### src/rtl/bsg_link_pkg.sv
// Shared definitions for the off-chip link channels: data widths, default
// credit constants and the transmit serializer state encoding.
package bsg_link_pkg;

    localparam int BEAT_W       = 8;
    localparam int HALF_W       = 16;
    localparam int WORD_W       = 32;

    // Defaults shared with the downstream receive channel.
    localparam int RX_HALFWORDS = 8;
    localparam int HW_PER_TOKEN = 4;

    // Serializer states; B0..B3 name the beat currently on the I/O bus.
    typedef enum logic [2:0] {
        ST_IDLE = 3'd0,
        ST_B0   = 3'd1,
        ST_B1   = 3'd2,
        ST_B2   = 3'd3,
        ST_B3   = 3'd4
    } up_state_e;

    // Byte idx of a word; beat 0 is the low byte of the low halfword.
    function automatic logic [BEAT_W-1:0] word_beat(input logic [WORD_W-1:0] w,
                                                    input logic [1:0]        idx);
        return w[idx*BEAT_W +: BEAT_W];
    endfunction

endpackage

### src/rtl/bsg_up_word_fifo.sv
// Core-side word FIFO. Push side is valid/ready, pop side is pop/empty.
// Besides the head entry it also presents the entry behind the head so the
// serializer can start the next word on the same edge that pops the current.
module bsg_up_word_fifo #(
    parameter int WIDTH = 32,
    parameter int DEPTH = 4
) (
    input  logic                       clk,
    input  logic                       rst_n,
    input  logic                       push_valid,
    input  logic [WIDTH-1:0]           push_data,
    output logic                       push_ready,
    input  logic                       pop,
    output logic                       empty,
    output logic [WIDTH-1:0]           head_data,
    output logic [WIDTH-1:0]           next_data,
    output logic [$clog2(DEPTH):0]     count
);

    localparam int AW = $clog2(DEPTH);

    logic [WIDTH-1:0] mem [DEPTH];
    logic [AW:0]      wr_ptr;
    logic [AW:0]      rd_ptr;
    logic [AW-1:0]    rd_idx_nxt;
    logic             full;
    logic             do_push;
    logic             do_pop;

    // Extra pointer MSB tells full (MSBs differ, index equal) from empty.
    assign full       = (wr_ptr[AW] != rd_ptr[AW]) && (wr_ptr[AW-1:0] == rd_ptr[AW-1:0]);
    assign empty      = (wr_ptr == rd_ptr);
    assign push_ready = !full;
    assign do_push    = push_valid && push_ready;
    assign do_pop     = pop && !empty;
    assign count      = wr_ptr - rd_ptr;
    assign rd_idx_nxt = rd_ptr[AW-1:0] + AW'(1);
    assign head_data  = mem[rd_ptr[AW-1:0]];
    assign next_data  = mem[rd_idx_nxt];

    // Storage array; contents need no reset since pointers gate every read.
    always_ff @(posedge clk) begin
        if (do_push) begin
            mem[wr_ptr[AW-1:0]] <= push_data;
        end
    end

    // Read and write pointers.
    always_ff @(posedge clk or negedge rst_n) begin
        if (!rst_n) begin
            wr_ptr <= '0;
            rd_ptr <= '0;
        end else begin
            if (do_push) wr_ptr <= wr_ptr + (AW+1)'(1);
            if (do_pop)  rd_ptr <= rd_ptr + (AW+1)'(1);
        end
    end

endmodule

### src/rtl/bsg_upstream_ch.sv
// Transmit-side link channel: buffers 32-bit core words and sends each as four
// byte beats, paced by halfword credits returned as toggles on io_token_in.
// Handshake: the core side transfers a word on any rising clk edge where
// core_valid_in and core_ready_out are both high; core_ready_out depends only
// on registered state. The I/O side has no back-pressure: a beat is delivered
// on every cycle io_valid_out is high.
module bsg_upstream_ch #(
    parameter int FIFO_WORDS   = 4,
    parameter int RX_HALFWORDS = bsg_link_pkg::RX_HALFWORDS,
    parameter int HW_PER_TOKEN = bsg_link_pkg::HW_PER_TOKEN
) (
    input  logic                          clk,
    input  logic                          rst_n,
    input  logic                          core_valid_in,
    input  logic [31:0]                   core_data_in,
    output logic                          core_ready_out,
    output logic                          io_valid_out,
    output logic [7:0]                    io_data_out,
    input  logic                          io_token_in,
    output logic                          credit_err,
    output logic [2:0]                    dbg_state,
    output logic [$clog2(RX_HALFWORDS):0] dbg_credits
);

    import bsg_link_pkg::*;

    localparam int CW  = $clog2(RX_HALFWORDS) + 1;
    localparam int FPW = $clog2(FIFO_WORDS) + 1;
    localparam int SW  = $clog2(RX_HALFWORDS + HW_PER_TOKEN + 1) + 1;

    up_state_e          state;
    up_state_e          state_nxt;
    logic               tok_q1;
    logic               tok_q2;
    logic               tok_q3;
    logic               tok_edge;
    logic [CW-1:0]      credits;
    logic [SW-1:0]      credit_sum;
    logic               credit_ovf;
    logic               hw_start;
    logic               fifo_pop;
    logic               fifo_empty;
    logic [FPW-1:0]     fifo_count;
    logic [WORD_W-1:0]  head_word;
    logic [WORD_W-1:0]  next_word;
    logic               valid_nxt;
    logic [BEAT_W-1:0]  data_nxt;

    bsg_up_word_fifo #(
        .WIDTH (WORD_W),
        .DEPTH (FIFO_WORDS)
    ) u_fifo (
        .clk        (clk),
        .rst_n      (rst_n),
        .push_valid (core_valid_in),
        .push_data  (core_data_in),
        .push_ready (core_ready_out),
        .pop        (fifo_pop),
        .empty      (fifo_empty),
        .head_data  (head_word),
        .next_data  (next_word),
        .count      (fifo_count)
    );

    // Token synchronizer plus one delay stage for edge detection.
    always_ff @(posedge clk or negedge rst_n) begin
        if (!rst_n) begin
            tok_q1 <= 1'b0;
            tok_q2 <= 1'b0;
            tok_q3 <= 1'b0;
        end else begin
            tok_q1 <= io_token_in;
            tok_q2 <= tok_q1;
            tok_q3 <= tok_q2;
        end
    end

    assign tok_edge = tok_q2 ^ tok_q3;

    // Net credit change this cycle, computed wide enough to see overflow.
    always_comb begin
        credit_sum = SW'(credits);
        if (tok_edge) credit_sum = credit_sum + SW'(HW_PER_TOKEN);
        if (hw_start) credit_sum = credit_sum - SW'(1);
        credit_ovf = (credit_sum > SW'(RX_HALFWORDS));
    end

    // Credit counter saturates at receiver capacity; overflow is sticky.
    always_ff @(posedge clk or negedge rst_n) begin
        if (!rst_n) begin
            credits    <= CW'(RX_HALFWORDS);
            credit_err <= 1'b0;
        end else if (credit_ovf) begin
            credits    <= CW'(RX_HALFWORDS);
            credit_err <= 1'b1;
        end else begin
            credits    <= credit_sum[CW-1:0];
        end
    end

    // Serializer state register.
    always_ff @(posedge clk or negedge rst_n) begin
        if (!rst_n) begin
            state <= ST_IDLE;
        end else begin
            state <= state_nxt;
        end
    end

    // Next state and next beat; a halfword only starts with a credit in hand,
    // so its second byte always follows on the next cycle.
    always_comb begin
        state_nxt = state;
        hw_start  = 1'b0;
        fifo_pop  = 1'b0;
        valid_nxt = 1'b0;
        data_nxt  = io_data_out;
        case (state)
            ST_IDLE: begin
                if (!fifo_empty && credits != '0) begin
                    state_nxt = ST_B0;
                    hw_start  = 1'b1;
                    valid_nxt = 1'b1;
                    data_nxt  = word_beat(head_word, 2'd0);
                end
            end
            ST_B0: begin
                state_nxt = ST_B1;
                valid_nxt = 1'b1;
                data_nxt  = word_beat(head_word, 2'd1);
            end
            ST_B1: begin
                // Holding here with valid low is the mid-word credit stall.
                if (credits != '0 || tok_edge) begin
                    state_nxt = ST_B2;
                    hw_start  = 1'b1;
                    valid_nxt = 1'b1;
                    data_nxt  = word_beat(head_word, 2'd2);
                end
            end
            ST_B2: begin
                state_nxt = ST_B3;
                valid_nxt = 1'b1;
                data_nxt  = word_beat(head_word, 2'd3);
            end
            ST_B3: begin
                fifo_pop = 1'b1;
                if (fifo_count > FPW'(1) && credits != '0) begin
                    state_nxt = ST_B0;
                    hw_start  = 1'b1;
                    valid_nxt = 1'b1;
                    data_nxt  = word_beat(next_word, 2'd0);
                end else begin
                    state_nxt = ST_IDLE;
                end
            end
            default: begin
                state_nxt = ST_IDLE;
            end
        endcase
    end

    // Registered I/O beat; data holds its last value while the bus idles.
    always_ff @(posedge clk or negedge rst_n) begin
        if (!rst_n) begin
            io_valid_out <= 1'b0;
            io_data_out  <= '0;
        end else begin
            io_valid_out <= valid_nxt;
            io_data_out  <= data_nxt;
        end
    end

    assign dbg_state   = state;
    assign dbg_credits = credits;

endmodule

### config.mk
export PLATFORM = sky130hd
export DESIGN_NAME = bsg_upstream_ch
export DESIGN_NICKNAME = d
export VERILOG_FILES = /design/src/rtl/bsg_link_pkg.sv /design/src/rtl/bsg_up_word_fifo.sv /design/src/rtl/bsg_upstream_ch.sv
export SDC_FILE = /design/constraint.sdc
export NUM_CORES = 1
export LEC_CHECK = 0
export ABC_AREA = 0
export BUFFER_PORTS_ARGS = -buffer_cell sky130_fd_sc_hd__buf_2
export CAP_MARGIN = 20
export CORE_MARGIN = 3
export CORE_UTILIZATION = 42
export CTS_BUF_LIST = sky130_fd_sc_hd__clkbuf_8
export CTS_CLUSTER_DIAMETER = 120
export CTS_CLUSTER_SIZE = 40
export DETAILED_ROUTE_END_ITERATION = 8
export SLEW_MARGIN = 20
export SYNTH_ARGS = -nofsm -noshare
export SYNTH_HDL_FRONTEND = slang
export SYNTH_SLANG_ARGS = --single-unit
export TNS_END_PERCENT = 100
### constraint.sdc
create_clock -name clk -period 4.2 [get_ports clk]
set_clock_uncertainty 0.15 [all_clocks]
set_input_delay 0.63 -clock clk [delete_from_list [all_inputs] [get_ports clk]]
set_output_delay 0.63 -clock clk [all_outputs]
set_load 0.02 [all_outputs]
==> out/results.tsv <==
metric	value	unit
drt-initial-drc-count	309	
portBuffers	53	
p_int	3.57	mW
multi_input_area	0.00205	mm2
crit_chain	ha_1, fa_1, xnor3_1, a221oi_4, o311a_2, o221a_4, or4_1	
hold_class	in -> async	
slowest_delay	500	ps
worst_slew_pin_slew	750	ps
cp_max_fo	7	
timing.slew.headroom	0.500	
start_util	0.435	
ys_seq_area_frac	0.672	
drcViolationCount	0	
cp_data_required_time	4370	ps
nFillCells	1326	
chipHeight	132	um
hold_ws	36.3	ps
io_pins	54	
wl	13200	um
maxSlewViolCount	0	
dp_hpwl	8250	um
post_drt_wl_per_cell	19.9	um
finalHoldViolCount	0	
clock_latency	450	ps
crit_arrival	3100	ps
htreeDepth	4	
overflow	0	
crit_type	reg -> reg	
p_switching	2.12	mW
p_leak	2.70	nW
die_x	132	um
postRouteAntennaNets	0	
cts_made_buffers	17	
yosysUniqueCellTypes	53	
totalPowerFinal	5.69	mW
rsz0062_at_grt	no	
synth_top_area_frac	0.574	
cts_resized	0	
gp_congestion	0.838	
drive_gt1_frac	0.326	
num_rows	45	
synth_ff_type	edfxtp_1	
cts.clk_slew.worst_paths	90	ps
synth_area_leaders	edfxtp_1 (57%), mux4_2 (13%), dfrtp_1 (9.3%), mux2i_1 (1.9%), ha_1 (1.9%)	
design_area	0.00754	mm2
grt_pass1_wl	21200	um
avgViaCountPerCell	5.34	
grt_pass1_vias	3864	
dpl-instance-area	0.00719	mm2
seqPwrFrac	0.399	
cap_viol_max_count	0	
syn_inst	378	
ys_seq_elements	154	
endpoint_kind	register	
final-seq-area	0.00450	mm2
slowest_stage	or4_1	
vdd_drop_max	0.000376	V
syn2layout_area_growth	12.7	%
grt_max_degree	40	
rrSetupSlack	1270	ps
cts_hold_buf	0	
p_comb_frac	0.427	
cp-start-kind	register	
fmax	341	MHz
async_flop_share	0.169	
synth_largest_area_cell	edfxtp_1	
track_usage	0.161	
p_per_area	755	mW/mm2
num_antenna_cells	0	
nets	485	
ctsLongestPathBuffers	2	
cts_tree	built	
num_vias	3538	
pwr-share-clk	0.175	
final.setup.tns	0	ps
synth.avg_cell_area	17.7	um2
design.core.area	0.0154	mm2
synth_area	0.00669	mm2
die_area	0.0175	mm2
finalCritPeriodShare	0.697	
cts_setup_buffers	0	
period_minus_slack	2930	ps
clkSinkCount	154	
swShare	0.373	
yosysWarningCount	0	
syn_nets	425	
dr.pass1.iters	5	
finalSetupViolations	0	
synth_edf_count	128	
status	finished clean	
clock-root-buffer	clkbuf_8	
antenna_found_initial	0	
## final timing paths
kind	startpoint	end	depth (start not counted)
max	u_fifo.rd_ptr[0]$_DFFE_PN0P_	credit_err$_DFFE_PN0N_	7
min	rst_n	credit_err$_DFFE_PN0N_	1
max reg2reg	u_fifo.rd_ptr[0]$_DFFE_PN0P_	credit_err$_DFFE_PN0N_	7
min reg2reg	tok_q1$_DFF_PN0_	tok_q2$_DFF_PN0_	0
max in group asynchronous	rst_n	u_fifo.rd_ptr[0]$_DFFE_PN0P_	1
min in group clk	io_token_in	tok_q1$_DFF_PN0_	1
## critical path: cells and delay by family (launching register included)
family	cells	cell delay, ps
flip-flops	1	480
AO/OA/AOI/OAI	3	790
AND/OR/NAND/NOR	1	500
adder cells (fa/ha/maj)	2	610
XOR/XNOR	1	270
## area by class of cell
class / instances / share of cell area
Clock buffer: 17 / 0.0310
Clock inverter: 15 / 0.0153
Timing Repair Buffer: 62 / 0.0458
Sequential cell: 154 / 0.597
Inverter: 8 / 0.00398
Multi-Input combinational cell: 195 / 0.272
Tap cell: 211 / 0.0350
## metal layers
| layer | GRT usage | part of all wire | up-vias |
|---|---|---|---|
| met5 | 0 | 0 | - |
| met4 | 0.0537 | 0.0067 | 0 |
| met3 | 0.0405 | 0.054 | 9 |
| met2 | 0.272 | 0.52 | 94 |
| met1 | 0.204 | 0.42 | 1810 |
| li1 | - | - | 1625 |
## power by group through the flow
stage	Clock [mW]	Combinational (mW)	Sequential, mW
after floorplan	0	1.82	2.32
after global placement	0	2.44	2.28
after detailed placement	0	2.48	2.31
after CTS	1.03	2.49	2.27
after global routing	1.10	2.70	2.31
final	0.994	2.43	2.27
## Yosys cell counts, types with 2 or more instances
| cell type | number |
|---|---|
| and2_1 | 3 |
| buf_6 | 2 |
| mux2i_1 | 13 |
| o31ai_1 | 2 |
| nor3_1 | 2 |
| dfrtp_1 | 25 |
| xnor3_1 | 2 |
| edfxtp_1 | 128 |
| buf_2 | 7 |
| nor4_1 | 2 |
| o21ai_0 | 9 |
| nor2_1 | 14 |
| a31oi_1 | 7 |
| a22oi_1 | 6 |
| and3_1 | 6 |
| o221ai_1 | 2 |
| xor2_1 | 2 |
| nand3b_1 | 3 |
| inv_1 | 8 |
| xnor2_1 | 8 |
| a21oi_1 | 3 |
| clkbuf_1 | 10 |
| ha_1 | 10 |
| mux2_2 | 8 |
| mux4_2 | 38 |
| nand2_1 | 29 |
| nand3_1 | 3 |
## cells in the final DEF (no fill, tap or decap), drive strengths merged, types with 2 or more instances in the layout
cell type	n
nand3b	3
xor2	3
nand3	3
and2	3
inv	15
o221ai	2
a21oi	3
mux2i	13
buf	62
nor3	3
nand2	29
nor4	2
and3	6
o211a	2
a22oi	6
o21ai	9
dfrtp	25
clkinv	7
mux4	38
clkbuf	17
a221oi	2
a31oi	8
edfxtp	128
mux2	8
xnor2	8
nor2	14
xnor3	2
ha	10
o31ai	2
## state kept, by name, indices dropped and copies added (netlist names), 3 cells and up
| signal | flops |
|---|---|
| dbg_state | 3 |
| io_data_out | 8 |
| dbg_credits | 4 |
| u_fifo.wr_ptr | 3 |
| u_fifo.rd_ptr | 3 |
| u_fifo.mem | 128 |
## kinds of logic after synthesis
logic type,share of synthesized area
xor+xnor,0.0223
compound gates,0.0516
mux,0.161
buf+inv,0.0213
flops,0.672
fa+ha+maj,0.0217
simple gates,0.0505
## stage by stage
stage	setup WS, ps	util	cells
6_report	1270	0.490	662
5_1_grt	1160	0.490	662
4_1_cts	1260	0.490	662
3_5_place_dp	1300	0.468	630
3_3_place_gp	1350	0.468	630
2_1_floorplan	1090	-	378
Power figures use the tool's default switching activity.
